==> config.mk <==
export PLATFORM = sky130hd
export DESIGN_NAME = instr_loader
export DESIGN_NICKNAME = d
export VERILOG_FILES = /design/src/rtl/instr_loader.sv
export SDC_FILE = /design/constraint.sdc
export NUM_CORES = 1
export LEC_CHECK = 0
export ABC_AREA = 1
export CORE_UTILIZATION = 50
export CTS_BUF_LIST = sky130_fd_sc_hd__clkbuf_2
export CTS_CLUSTER_SIZE = 14
export DETAILED_ROUTE_END_ITERATION = 7
export PLACE_DENSITY = 0.87
export SLEW_MARGIN = 0
export SYNTH_ARGS = -nofsm -noshare
export SYNTH_HDL_FRONTEND = slang
export SYNTH_SLANG_ARGS = --single-unit
==> constraint.sdc <==
create_clock -name clk -period 3.55 [get_ports clk]
set_input_delay 0.8875 -clock clk [delete_from_list [all_inputs] [get_ports clk]]
set_output_delay 0.8875 -clock clk [all_outputs]
set_load 0.01 [all_outputs]
==> src/rtl/instr_loader.sv <==
// Instruction memory loader: streams a program of load_len words into the
// instruction memory while holding the core in reset, then releases it.
module instr_loader #(
    parameter int DEPTH = 64,
    parameter int AW    = 6
) (
    input  logic          clk,
    input  logic          reset,
    input  logic          load_start,
    input  logic [AW:0]   load_len,
    input  logic          in_valid,
    input  logic [31:0]   in_data,
    output logic          in_ready,
    output logic          im_we,
    output logic [AW-1:0] im_addr,
    output logic [31:0]   im_wdata,
    output logic          core_reset,
    output logic          busy,
    output logic          done,
    output logic          err,
    output logic [31:0]   checksum
);

    localparam logic [1:0] IDLE  = 2'd0;
    localparam logic [1:0] LOAD  = 2'd1;
    localparam logic [1:0] FLUSH = 2'd2;
    localparam logic [1:0] RUN   = 2'd3;

    logic [1:0]    state_reg;
    logic [AW:0]   count_reg;
    logic [AW:0]   len_reg;
    logic          we_reg;
    logic [AW-1:0] addr_reg;
    logic [31:0]   wdata_reg;
    logic [31:0]   csum_reg;
    logic          err_reg;
    logic          done_reg;

    logic len_ok;
    logic can_start;
    logic hs;

    assign len_ok    = (load_len != '0) && (load_len <= (AW+1)'(DEPTH));
    assign can_start = (state_reg == IDLE) || (state_reg == RUN);
    assign hs        = in_valid && (state_reg == LOAD);

    assign in_ready   = (state_reg == LOAD);
    assign busy       = (state_reg == LOAD) || (state_reg == FLUSH);
    assign core_reset = (state_reg != RUN);
    assign done       = done_reg;
    assign err        = err_reg;
    assign checksum   = csum_reg;
    assign im_we      = we_reg;
    assign im_addr    = addr_reg;
    assign im_wdata   = wdata_reg;

    always_ff @(posedge clk) begin
        if (reset) begin
            state_reg <= IDLE;
            count_reg <= '0;
            len_reg   <= '0;
            we_reg    <= 1'b0;
            addr_reg  <= '0;
            wdata_reg <= '0;
            csum_reg  <= '0;
            err_reg   <= 1'b0;
            done_reg  <= 1'b0;
        end else begin
            we_reg   <= hs;
            done_reg <= 1'b0;

            if (hs) begin
                addr_reg  <= count_reg[AW-1:0];
                wdata_reg <= in_data;
                count_reg <= count_reg + (AW+1)'(1);
                csum_reg  <= csum_reg ^ in_data;
                if (count_reg == len_reg - (AW+1)'(1))
                    state_reg <= FLUSH;
            end

            // FLUSH covers the cycle in which the last word is being written
            if (state_reg == FLUSH) begin
                state_reg <= RUN;
                done_reg  <= 1'b1;
            end

            // Requests during LOAD/FLUSH are deliberately ignored
            if (can_start && load_start) begin
                if (len_ok) begin
                    state_reg <= LOAD;
                    count_reg <= '0;
                    csum_reg  <= '0;
                    err_reg   <= 1'b0;
                    len_reg   <= load_len;
                end else begin
                    err_reg <= 1'b1;
                end
            end
        end
    end

endmodule

==> metrics.csv <==
stage,metric,value,unit
status,status,"complete, but fails checks",
status,failing checks,DRC,
logic_synthesis,Post-Synthesis Cell Area,0.00344,sq mm
clock_network,Post-CTS Resized,0,
routing,DR vias,3057,
run,Max Cap Violations,0,
logic_synthesis,synth warn,0,
setup_path,"Data arrival, critical path",1.96,ns
logic_synthesis,dominant synthesized flop cell,dfxtp_1,
setup_path,number of buffer and inverter stages on the critical path,3,
setup_path,startpoint class of the critical path,flip-flop,
global_route,vias in the first global route,3022,
logic_synthesis,sequential share of the synthesized area,0.518,
sta,Tcrit/Tclk final,0.801,
clock_network,hold-fix buffers at CTS,0,
logic_synthesis,number of enable flip-flop cells after synthesis,0,
cells_and_area,Non-Filler Instances,610,
cells_and_area,Nets,576,
logic_synthesis,"Distinct cells, synth",26,
placement,hpwl dp,5.98,mm
clock_network,CTS tree,done,
logic_synthesis,Synth area leader,dfxtp_1,
routing,initial DRC count,171,
floorplanning,Placeable Area,0.00649,sq mm
setup_path,R2R Setup Slk,1.72,ns
clock_network,largest buffer count on any clock path,2,
floorplanning,placement row count,29,
routing,iteration count of the initial detailed-routing pass,7,
setup_path,largest stage delay on the critical path,0.53,ns
logic_synthesis,Post-Syn Nets,462,
setup_path,"slowest stage cell, crit path",clkdlybuf4s50_1,
global_route,GRT Residual Overflow,0,
cells_and_area,Ant. Diodes,0,
setup_path,crit path kind,flip-flop to output port,
sta,Final WS setup,0.705,ns
setup_path,Reg2Reg Depth,9,
placement,dpl cells,594,
cells_and_area,area of the multi-input gates,0.00146,sq mm
clock_network,Post-CTS Setup Bufs,0,
sta,Final setup violation count,0,
routing,DRC,7,
cells_and_area,Layout area overhead,37.3,%
clock_network,worst-skew pair later-pin latency,0.52,ns
logic_synthesis,Async SR Flop Fraction,0,
placement,routability cong.,0.845,
sta,Max Freq,0.351,GHz
hold_path,worst hold path class,flip-flop to flip-flop,
global_route,Total GRT Usage,0.245,
global_route,initial antenna violation count,0,
pwr,power density cells,379,mW/mm^2
placement,area post-placement,0.00463,sq mm
clock_network,Root Driver,clkbuf_2,
routing,Vias/cell,5.01,
sta,Tmin final,2.85,ns
pwr,Max VDD drop,0.000238,V
pwr,Lkg Pwr,1.83,nW
cells_and_area,Storage cell area,0.00178,sq mm
global_route,first-pass GRT wire length,14.0,mm
logic_synthesis,Area contributors post-synth,"dfxtp_1 (52%), nand2_1 (11%), xor2_1 (9.7%)",
floorplanning,Initial Utilization,0.530,
setup_path,CP required,2.66,ns
clock_network,Inserted Clock Buffers,9,
setup_path,Crit. path cell count,4,
cells_and_area,final cell utilization of the core,0.728,
setup_path,CP cell instances,inv_1 > ha_1 > inv_1 > clkdlybuf4s50_1,
routing,number of routed nets with antenna violations,0,
logic_synthesis,Synth Instances,414,
sta,Slew Limit Fails,0,
sta,setup TNS,0,ns
routing,WL/cell,13.8,microns
cells_and_area,proportion of layout cells with a drive suffix above 1,0.0507,
setup_path,nature of the critical path endpoint,output port,
placement,Port-buffer cells,118,
setup_path,"CP delay by family, top",buffers and inverters,
sta,max-slew headroom at the worst pin,0.678,
sta,Worst Hold Slack,0.480,ns
pwr,Total Power,1.79,mW
cells_and_area,fill count,494,
floorplanning,total die area,0.00722,sq mm
routing,Routed Wire Length,8.43,mm
floorplanning,Chip Width,85.0,microns
setup_path,most frequent CP cell,inv_1,
sta,Final Hold Fails,0,
logic_synthesis,area share of the largest cell type after synthesis,0.518,
logic_synthesis,Synth top cells by count,"nand2_1 (101), dfxtp_1 (89), nor2_1 (61)",
cells_and_area,final instance area,0.00473,sq mm
setup_path,Critical Path Fanout Max,4,
hold_path,Hold Path Stages,2,
sta,Layout Skew,0.0175,ns
logic_synthesis,Avg Synthesized Cell Area,8.31,sq um
clock_network,H-tree depth,3,
clock_network,clk sink count,89,
sta,RSZ-0062 raised after global routing,no,
logic_synthesis,most frequent cell after synthesis,nand2_1,
floorplanning,Die Y,85.0,microns
floorplanning,# IOs,119,
clock_network,Clock transition at path regs,0.24,ns
sta,worst slew pin tran,0.483,ns
placement,Placement Setup Slack,0.886,ns
global_route,largest net degree at the start of global routing,42,
logic_synthesis,#FFs+latches synth,89,
power by group:
group	total, mW	switching, mW	internal (mW)	leakage, nW
sequential	1.06	0.0248	1.04	0.722
clock	0.454	0.355	0.0993	0.0631
combinational	0.275	0.136	0.139	1.04
total	1.79	0.515	1.28	1.83
cells by family after synthesis:
kind of cell | share of synthesized area
AOI/OAI and AO/OA | 0.0861
xor gates and xnor gates | 0.104
adders and majority gates | 0.0182
buffers and inverters | 0.0578
DFF | 0.518
and+or+nand+nor | 0.216
metal layers:
metal,routed length (microns),global-route usage,vias to the layer above
li1,-,-,1529
met4,337,0.126,0
met3,509,0.0584,29
met5,0,0,-
met2,4060,0.411,105
met1,3520,0.293,1394
worst register-to-register path: stages, from the launching register on:
cell     delay (ns)
dfxtp_1        0.40
inv_1          0.07
ha_1           0.16
nand2_1        0.08
inv_2          0.35
nand2_2        0.15
nor3_4         0.18
nand3_1        0.12
xor2_1         0.17
nor2_1         0.06
path summary, 6_finish.rpt:
kind	startpoint	end
hold reg to reg	im_wdata[29]$_SDFFE_PP0P_	im_wdata[29]$_SDFFE_PP0P_
setup / recovery	state_reg[0]$_SDFF_PP0_	busy
hold / removal	im_wdata[29]$_SDFFE_PP0P_	im_wdata[29]$_SDFFE_PP0P_
setup reg to reg	state_reg[1]$_SDFF_PP0_	count_reg[6]$_SDFF_PP0_
cell type report:
class,instances,share of cell area
clock buffers,9,0.00953
clock inverters,7,0.0111
well taps,77,0.0204
multi-input cells,284,0.309
flip-flops and latches,89,0.377
repair buffers,121,0.255
inverters,23,0.0183
placed cells by master, fill, tap and decap left out:
master,count
clkdlybuf4s50_1,118
nand2_1,101
dfxtp_1,89
nor2_1,61
a21oi_1,44
xor2_1,38
inv_1,22
nand3_1,10
clkbuf_2,9
o21ai_0,6
ha_1,5
xnor2_1,3
a211oi_1,3
o21ai_1,3
inv_6,3
buf_4,3
nand2_2,2
clkinv_2,2
inv_2,1
nand4_1,1
nand4_4,1
nand2_4,1
nor2_2,1
and2_1,1
nor3_1,1
nor3_4,1
a21oi_2,1
clkinv_4,1
clkinvlp_4,1
No activity file was read; power rests on OpenSTA's default activity.
